<file path="src/rtl/amo_sequencer_pkg.sv">
// Shared encodings for the atomic sequencer: AMO opcodes (RV32A funct5),
// the ALU function select it drives, and the FSM state type.
package amo_sequencer_pkg;

   localparam int AMO_OP_WIDTH = 5;
   localparam int ALU_OP_WIDTH = 4;

   localparam logic [AMO_OP_WIDTH-1:0] AMO_OP_ADD  = 5'b00000;
   localparam logic [AMO_OP_WIDTH-1:0] AMO_OP_SWAP = 5'b00001;
   localparam logic [AMO_OP_WIDTH-1:0] AMO_OP_LR   = 5'b00010;
   localparam logic [AMO_OP_WIDTH-1:0] AMO_OP_SC   = 5'b00011;
   localparam logic [AMO_OP_WIDTH-1:0] AMO_OP_XOR  = 5'b00100;
   localparam logic [AMO_OP_WIDTH-1:0] AMO_OP_OR   = 5'b01000;
   localparam logic [AMO_OP_WIDTH-1:0] AMO_OP_AND  = 5'b01100;
   localparam logic [AMO_OP_WIDTH-1:0] AMO_OP_MIN  = 5'b10000;
   localparam logic [AMO_OP_WIDTH-1:0] AMO_OP_MAX  = 5'b10100;
   localparam logic [AMO_OP_WIDTH-1:0] AMO_OP_MINU = 5'b11000;
   localparam logic [AMO_OP_WIDTH-1:0] AMO_OP_MAXU = 5'b11100;

   // The ALU decoder sees this value and picks its function from AMOop.
   localparam logic [ALU_OP_WIDTH-1:0] ALU_OP_AMO = 4'b1010;

   typedef enum logic [2:0] {
      AMO_SEQ_S_IDLE    = 3'd0,
      AMO_SEQ_S_LOAD    = 3'd1,
      AMO_SEQ_S_COMPUTE = 3'd2,
      AMO_SEQ_S_STORE   = 3'd3,
      AMO_SEQ_S_DONE    = 3'd4
   } amo_seq_state_e;

   function automatic logic amo_op_known(input logic [AMO_OP_WIDTH-1:0] op);
      case (op)
         AMO_OP_ADD, AMO_OP_SWAP, AMO_OP_LR, AMO_OP_SC, AMO_OP_XOR, AMO_OP_OR,
         AMO_OP_AND, AMO_OP_MIN, AMO_OP_MAX, AMO_OP_MINU, AMO_OP_MAXU: return 1'b1;
         default: return 1'b0;
      endcase
   endfunction

endpackage

</file>
<file path="src/rtl/amo_reservation.sv">
// LR/SC reservation: one word address plus a valid bit.
// Optional macro AMO_RESV_TIMEOUT_EN adds a lifetime counter that drops the
// reservation RESV_TIMEOUT cycles after the LR that set it.
module amo_reservation #(
   parameter int XLEN         = 32,
   parameter int RESV_TIMEOUT = 1024
) (
   input  logic            clk_i,
   input  logic            reset_i,
   input  logic            set_i,
   input  logic [XLEN-3:0] set_addr_i,
   input  logic            sc_clr_i,
   input  logic            store_clr_i,
   input  logic [XLEN-3:0] store_addr_i,
   input  logic            snoop_store_i,
   input  logic [XLEN-3:0] snoop_addr_i,
   input  logic [XLEN-3:0] query_addr_i,
   output logic            resv_hit_o
);

   logic            valid_q, valid_d;
   logic [XLEN-3:0] addr_q, addr_d;
   logic            expire;
   logic            snoop_hit;

`ifdef AMO_RESV_TIMEOUT_EN
   localparam int CNT_W = (RESV_TIMEOUT > 1) ? $clog2(RESV_TIMEOUT) : 1;
   localparam logic [CNT_W-1:0] CNT_LOAD = CNT_W'(RESV_TIMEOUT - 1);

   logic [CNT_W-1:0] cnt_q, cnt_d;

   // Lifetime counter: reload on LR, run down while the reservation lives.
   always_comb begin
      cnt_d = cnt_q;
      if (set_i) begin
         cnt_d = CNT_LOAD;
      end else if (valid_q && (cnt_q != '0)) begin
         cnt_d = cnt_q - CNT_W'(1);
      end
   end

   // Counter register.
   always_ff @(posedge clk_i or posedge reset_i) begin
      if (reset_i) cnt_q <= '0;
      else         cnt_q <= cnt_d;
   end

   assign expire = valid_q && (cnt_q == '0) && !set_i;
`else
   logic unused_timeout;
   assign unused_timeout = ^RESV_TIMEOUT;
   assign expire         = 1'b0;
`endif

   // A snoop landing this cycle already counts against an SC decided now.
   assign snoop_hit  = snoop_store_i && (snoop_addr_i == addr_q);
   assign resv_hit_o = valid_q && !snoop_hit && (addr_q == query_addr_i);

   // Set first, then let every clear source override against the new address.
   always_comb begin
      valid_d = valid_q;
      addr_d  = addr_q;
      if (set_i) begin
         valid_d = 1'b1;
         addr_d  = set_addr_i;
      end
      if (sc_clr_i || expire)                              valid_d = 1'b0;
      if (store_clr_i && (store_addr_i == addr_d))         valid_d = 1'b0;
      if (snoop_store_i && (snoop_addr_i == addr_d))       valid_d = 1'b0;
   end

   // Reservation register.
   always_ff @(posedge clk_i or posedge reset_i) begin
      if (reset_i) begin
         valid_q <= 1'b0;
         addr_q  <= '0;
      end else begin
         valid_q <= valid_d;
         addr_q  <= addr_d;
      end
   end

endmodule

</file>
<file path="src/rtl/amo_sequencer.sv">
// Read-modify-write sequencer for RV32A atomics on the shared memory port.
// Optional macro AMO_RESV_TIMEOUT_EN enables the reservation lifetime counter.
//
//   state   | meaning
//   IDLE    | wait for start; decide abort / SC outcome / load
//   LOAD    | read request held until mem_ready
//   COMPUTE | register store data (rs2 or ALU result)
//   STORE   | write request held until mem_ready
//   DONE    | one-cycle done pulse
module amo_sequencer
   import amo_sequencer_pkg::*;
#(
   parameter int XLEN         = 32,
   parameter int RESV_TIMEOUT = 1024
) (
   input  logic                    clk_i,
   input  logic                    reset_i,
   input  logic                    start_i,
   input  logic [AMO_OP_WIDTH-1:0] amo_op_i,
   input  logic [XLEN-1:0]         addr_i,
   input  logic [XLEN-1:0]         rs2_data_i,
   output logic                    mem_valid_o,
   output logic [3:0]              mem_wstrb_o,
   output logic [XLEN-1:0]         mem_addr_o,
   output logic [XLEN-1:0]         mem_wdata_o,
   input  logic [XLEN-1:0]         mem_rdata_i,
   input  logic                    mem_ready_i,
   output logic [ALU_OP_WIDTH-1:0] alu_op_o,
   output logic [XLEN-1:0]         alu_a_o,
   output logic [XLEN-1:0]         alu_b_o,
   input  logic [XLEN-1:0]         alu_result_i,
   input  logic                    snoop_store_i,
   input  logic [XLEN-1:0]         snoop_addr_i,
   output logic [XLEN-1:0]         rd_value_o,
   output logic                    done_o,
   output logic                    misaligned_o
);

   amo_seq_state_e          state_q, state_d;
   logic [AMO_OP_WIDTH-1:0] op_q, op_d;
   logic [XLEN-1:0]         addr_q, addr_d;
   logic [XLEN-1:0]         rs2_q, rs2_d;
   logic [XLEN-1:0]         loaded_q, loaded_d;
   logic [XLEN-1:0]         wdata_q, wdata_d;
   logic [XLEN-1:0]         rd_q, rd_d;
   logic                    mis_q, mis_d;
   logic                    resv_set, sc_clr, store_clr, resv_hit;
   logic [1:0]              unused_snoop_lsb;

   assign unused_snoop_lsb = snoop_addr_i[1:0];

   amo_reservation #(
      .XLEN         (XLEN),
      .RESV_TIMEOUT (RESV_TIMEOUT)
   ) u_resv (
      .clk_i         (clk_i),
      .reset_i       (reset_i),
      .set_i         (resv_set),
      .set_addr_i    (addr_q[XLEN-1:2]),
      .sc_clr_i      (sc_clr),
      .store_clr_i   (store_clr),
      .store_addr_i  (addr_q[XLEN-1:2]),
      .snoop_store_i (snoop_store_i),
      .snoop_addr_i  (snoop_addr_i[XLEN-1:2]),
      .query_addr_i  (addr_i[XLEN-1:2]),
      .resv_hit_o    (resv_hit)
   );

   // Next-state and datapath register updates.
   always_comb begin
      state_d   = state_q;
      op_d      = op_q;
      addr_d    = addr_q;
      rs2_d     = rs2_q;
      loaded_d  = loaded_q;
      wdata_d   = wdata_q;
      rd_d      = rd_q;
      mis_d     = mis_q;
      resv_set  = 1'b0;
      sc_clr    = 1'b0;
      store_clr = 1'b0;
      case (state_q)
         AMO_SEQ_S_IDLE: begin
            if (start_i) begin
               op_d   = amo_op_i;
               addr_d = addr_i;
               rs2_d  = rs2_data_i;
               mis_d  = 1'b0;
               rd_d   = '0;
               // Every SC consumes the reservation, whatever its outcome.
               if (amo_op_i == AMO_OP_SC) sc_clr = 1'b1;
               if (addr_i[1:0] != 2'b00) begin
                  mis_d   = 1'b1;
                  state_d = AMO_SEQ_S_DONE;
               end else if (!amo_op_known(amo_op_i)) begin
                  state_d = AMO_SEQ_S_DONE;
               end else if (amo_op_i == AMO_OP_SC) begin
                  if (resv_hit) begin
                     wdata_d = rs2_data_i;
                     state_d = AMO_SEQ_S_STORE;
                  end else begin
                     rd_d    = XLEN'(1);
                     state_d = AMO_SEQ_S_DONE;
                  end
               end else begin
                  state_d = AMO_SEQ_S_LOAD;
               end
            end
         end
         AMO_SEQ_S_LOAD: begin
            if (mem_ready_i) begin
               loaded_d = mem_rdata_i;
               rd_d     = mem_rdata_i;
               if (op_q == AMO_OP_LR) begin
                  resv_set = 1'b1;
                  state_d  = AMO_SEQ_S_DONE;
               end else begin
                  state_d  = AMO_SEQ_S_COMPUTE;
               end
            end
         end
         AMO_SEQ_S_COMPUTE: begin
            wdata_d = (op_q == AMO_OP_SWAP) ? rs2_q : alu_result_i;
            state_d = AMO_SEQ_S_STORE;
         end
         AMO_SEQ_S_STORE: begin
            if (mem_ready_i) begin
               if (op_q == AMO_OP_SC) rd_d = '0;
               else                   store_clr = 1'b1;
               state_d = AMO_SEQ_S_DONE;
            end
         end
         AMO_SEQ_S_DONE: state_d = AMO_SEQ_S_IDLE;
         default:        state_d = AMO_SEQ_S_IDLE;
      endcase
   end

   // State and datapath registers.
   always_ff @(posedge clk_i or posedge reset_i) begin
      if (reset_i) begin
         state_q  <= AMO_SEQ_S_IDLE;
         op_q     <= '0;
         addr_q   <= '0;
         rs2_q    <= '0;
         loaded_q <= '0;
         wdata_q  <= '0;
         rd_q     <= '0;
         mis_q    <= 1'b0;
      end else begin
         state_q  <= state_d;
         op_q     <= op_d;
         addr_q   <= addr_d;
         rs2_q    <= rs2_d;
         loaded_q <= loaded_d;
         wdata_q  <= wdata_d;
         rd_q     <= rd_d;
         mis_q    <= mis_d;
      end
   end

   // Outputs decode straight from state so reset drops mem_valid at once.
   assign mem_valid_o  = (state_q == AMO_SEQ_S_LOAD) || (state_q == AMO_SEQ_S_STORE);
   assign mem_wstrb_o  = (state_q == AMO_SEQ_S_STORE) ? 4'b1111 : 4'b0000;
   assign mem_addr_o   = addr_q;
   assign mem_wdata_o  = wdata_q;
   assign alu_op_o     = ALU_OP_AMO;
   assign alu_a_o      = loaded_q;
   assign alu_b_o      = rs2_q;
   assign rd_value_o   = rd_q;
   assign done_o       = (state_q == AMO_SEQ_S_DONE);
   assign misaligned_o = (state_q == AMO_SEQ_S_DONE) && mis_q;

endmodule

</file>
<file path="config.mk">
export PLATFORM = sky130hd
export DESIGN_NAME = amo_sequencer
export DESIGN_NICKNAME = d
export VERILOG_FILES = /design/src/rtl/amo_sequencer_pkg.sv /design/src/rtl/amo_reservation.sv /design/src/rtl/amo_sequencer.sv
export SDC_FILE = /design/constraint.sdc
export NUM_CORES = 1
export LEC_CHECK = 0
export BUFFER_PORTS_ARGS = -buffer_cell sky130_fd_sc_hd__clkbuf_2
export CORE_MARGIN = 5
export CORE_UTILIZATION = 51
export DETAILED_ROUTE_END_ITERATION = 10
export PLACE_DENSITY = 0.82
export SYNTH_ARGS = -nofsm -noshare
export SYNTH_HDL_FRONTEND = slang
export SYNTH_SLANG_ARGS = --single-unit
</file>
<file path="constraint.sdc">
create_clock -name clk_i -period 9.45 [get_ports clk_i]
set_clock_uncertainty 0.2 [all_clocks]
set_input_delay 2.3625 -clock clk_i [delete_from_list [all_inputs] [get_ports clk_i]]
set_output_delay 2.3625 -clock clk_i [all_outputs]
set_load 0.02 [all_outputs]
</file>
==> flow_metrics.py <==
metrics = {
    "run_status": {
        "outcome": "finished clean",
    },
    "clock_tree": {
        "clkSinkCount": 200,
        "cts_resized": 0,
        "cts_tree": "built",
        "cts_hold_buffers": 0,
        "cts_root_buffer": "clkbuf_16",
        "htree_levels": 4,
        "postCtsSetupBuffers": 0,
        "clk_latency_ns": 0.44,
        "clkTransAtPathRegs_ns": 0.07,
        "cts_buffer_depth": 2,
        "cts_buffers": 17,
    },
    "logic_synthesis": {
        "synth_top_area_share": 0.516,
        "synth_edf_count": 0,
        "yosysTopAreaCell": "dfrtp_1",
        "yosysSeqAreaShare": 0.516,
        "yosys-top-cells-area": "dfrtp_1 52%, mux2_2 11%, xor2_1 4.7%, mux2_1 3.9%, mux2i_1 3.3%",
        "yosysMostFrequentCell": "dfrtp_1",
        "ys_warn_count": 0,
        "synthCells": 842,
        "synth.distinct_cells": 52,
        "postSynthAreaPerCell_um2": 11.5,
        "synth_async_sr_flop_share": 1.00,
        "synth_commonest_cells": "200 x dfrtp_1, 97 x mux2_2, 56 x nand2_1",
        "syn_area_mm2": 0.00971,
        "ys_ff_latch": 200,
        "synth-main-ff-cell": "dfrtp_1",
    },
    "floorplan": {
        "ios": 341,
        "fp-row-count": 50,
        "die_area_mm2": 0.0219,
        "die_x_um": 148,
        "coreArea_mm2": 0.0187,
        "initial_core_util": 0.519,
        "chipHeight_um": 148,
    },
    "timing": {
        "setup_viol": 0,
        "worst_slew_pin_slew_ns": 1.03,
        "slew_violations": 0,
        "relSlewSlack": 0.315,
        "tns_ns": 0,
        "min_period_ns": 5.57,
        "finalCritPeriodShare": 0.589,
        "grt_setup_unrepaired": "false",
        "hold_viol": 0,
        "clock.fmax_ghz": 0.180,
    },
    "routing": {
        "drt_drc_violations_left": 0,
        "routedWlPerCell_um": 21.0,
        "antenna_left": 0,
        "top_layer_used": "met5",
        "wirelength_met1_um": 11900,
        "route.met3.wl_um": 2610,
        "dr_total_vias": 7964,
        "drt-initial-drc-count": 583,
        "wl_met2_um": 14300,
        "via_per_inst": 5.68,
        "wl_um": 29500,
        "firstDrtPassIters": 5,
    },
    "grt": {
        "grt_pass1_wl_um": 45300,
        "gr-usage-all-layers": 0.266,
        "overflow": 0,
        "grt_max_degree": 150,
        "grt_pass1_vias": 8078,
        "antenna_found_initial": 2,
    },
    "min_path": {
        "min_path_type": "register to register",
        "hold_path_startpoint": "mem_wdata_o[4]$_DFFE_PP0P_",
    },
    "job": {
        "drv_cap": 0,
    },
    "critical_path": {
        "arrival_ns": 5.69,
        "crit_start": "mem_ready_i",
        "start_kind": "input pin",
        "r2r_slack_ns": 5.37,
        "crit_required_ns": 9.57,
        "timing.rr.end": "u_resv.valid_q$_DFFE_PP0P_",
        "reg2reg_depth": 7,
        "path_max_fanout": 64,
        "crit_type": "input pin to register",
        "crit_end": "u_resv.valid_q$_DFFE_PP0P_",
        "reg2reg_from": "state_q[0]$_DFFE_PP0P_",
        "crit_path_end_kind": "register",
    },
    "cells_and_area": {
        "synthToLayoutAreaGrowth_pct": 25.1,
        "drive_above_1_share": 0.411,
        "design_area_mm2": 0.0121,
        "fin_nets": 1325,
    },
    "power_and_ir_drop": {
        "worst_ir_drop_vdd_mv": 0.207,
        "power.share.clock": 0.179,
        "power-per-cell-area_mw_per_mm2": 349,
        "p_int_uw": 2380,
        "seqPwrFrac": 0.371,
        "switching_power_uw": 1860,
        "power_frac_comb": 0.451,
        "sw_frac_of_total": 0.438,
        "total_leakage_power_uw": 0.00589,
    },
    "place": {
        "placed_cell_area_mm2": 0.0115,
        "portBuffers": 334,
        "dp_hpwl_um": 22400,
        "place_congestion": 0.988,
    },
}
-- flip-flops by register name (all words and copies together) (netlist names) --
signal,cells
mem_addr_o,32
state_q,3
mis_q,1
u_resv.valid_q,1
mem_wdata_o,32
alu_b_o,32
rd_value_o,32
op_q,5
alu_a_o,32
u_resv.addr_q,30
-- worst max-delay path, cell delays in order --
cell and delay (ns):
clkbuf_2 0.16, and4bb_2 0.23, buf_4 0.59, nand4_4 0.73, mux2_2 0.53, a22oi_1 0.35
or4b_1 0.52, o21a_1 0.20
-- cell type report --
| cell class | count | area [um^2] |
|---|---|---|
| Antenna cell | 1 | 2.50 |
| Clock buffer | 17 | 425 |
| Clock inverter | 15 | 205 |
| Fill cell | 1443 | 6560 |
| Inverter | 40 | 158 |
| Multi-Input combinational cell | 555 | 4330 |
| Sequential cell | 200 | 5010 |
| Tap cell | 234 | 293 |
| Timing Repair Buffer | 341 | 1720 |
-- power by group through the flow --
stage	clock [uW]	sequential, uW	combinational (uW)
finish	757	1570	1910
CTS	769	1570	1920
floorplan	0	1910	880
detailed placement	0	1580	1910
global placement	0	1560	1880
global route	807	1620	2050
-- logic make-up (layout without fill, tap and decap cells) --
family / after synthesis / in the layout / synth area share
flip-flops: 200 / 200 / 0.516
multiplexers: 163 / 163 / 0.185
AND/OR/NAND/NOR: 155 / 155 / 0.0782
AO/OA/AOI/OAI: 153 / 153 / 0.107
buffers and inverters: 89 / 413 / 0.0409
XOR/XNOR: 80 / 80 / 0.0722
other: 2 / 5 / 0.000774
-- placed cells by master, fill, tap and decap left out, types with 15 or more instances in the layout --
cell	instances
a21oi_1	34
a22o_1	35
clkbuf_16	17
clkbuf_2	334
dfrtp_1	199
inv_1	38
mux2_1	34
mux2_2	97
mux2i_1	32
nand2_1	56
nor2_1	37
nor4_1	18
o21ai_0	31
o22ai_1	15
xnor2_1	28
xor2_1	52
-- worst min-delay path by stage --
stage,end,slack (ns),cells after the start
3_3_place_gp,rd_value_o[0]$_DFFE_PP0P_,0.27,2
4_1_cts,rd_value_o[0]$_DFFE_PP0P_,0.29,2
5_1_grt,mem_wdata_o[4]$_DFFE_PP0P_,0.31,1
2_1_floorplan,op_q[4]$_DFFE_PP0P_,0.28,1
3_5_place_dp,rd_value_o[0]$_DFFE_PP0P_,0.27,2
6_report,mem_wdata_o[4]$_DFFE_PP0P_,0.28,1
-- stage by stage --
| step | total power, uW | hold slack, ns | utilization | cells | setup WS (ns) |
|---|---|---|---|---|---|
| after global placement | 3440 | 0.266 | 0.615 | 1370 | 3.50 |
| after CTS | 4260 | 0.290 | 0.649 | 1402 | 3.94 |
| after global routing | 4480 | 0.308 | 0.649 | 1403 | 3.75 |
| after floorplan | 2790 | 0.282 | - | 844 | 1.43 |
| after detailed placement | 3490 | 0.273 | 0.615 | 1370 | 3.47 |
| final | 4240 | 0.284 | 0.649 | 1403 | 3.88 |
-- layer usage --
| metal | global-route usage | vias up |
|---|---|---|
| li1 | - | 3621 |
| met1 | 0.343 | 3922 |
| met2 | 0.437 | 369 |
| met3 | 0.0797 | 50 |
| met4 | 0.0767 | 2 |
| met5 | 0 | - |
Note: power is estimated with default switching activity, not from simulation.
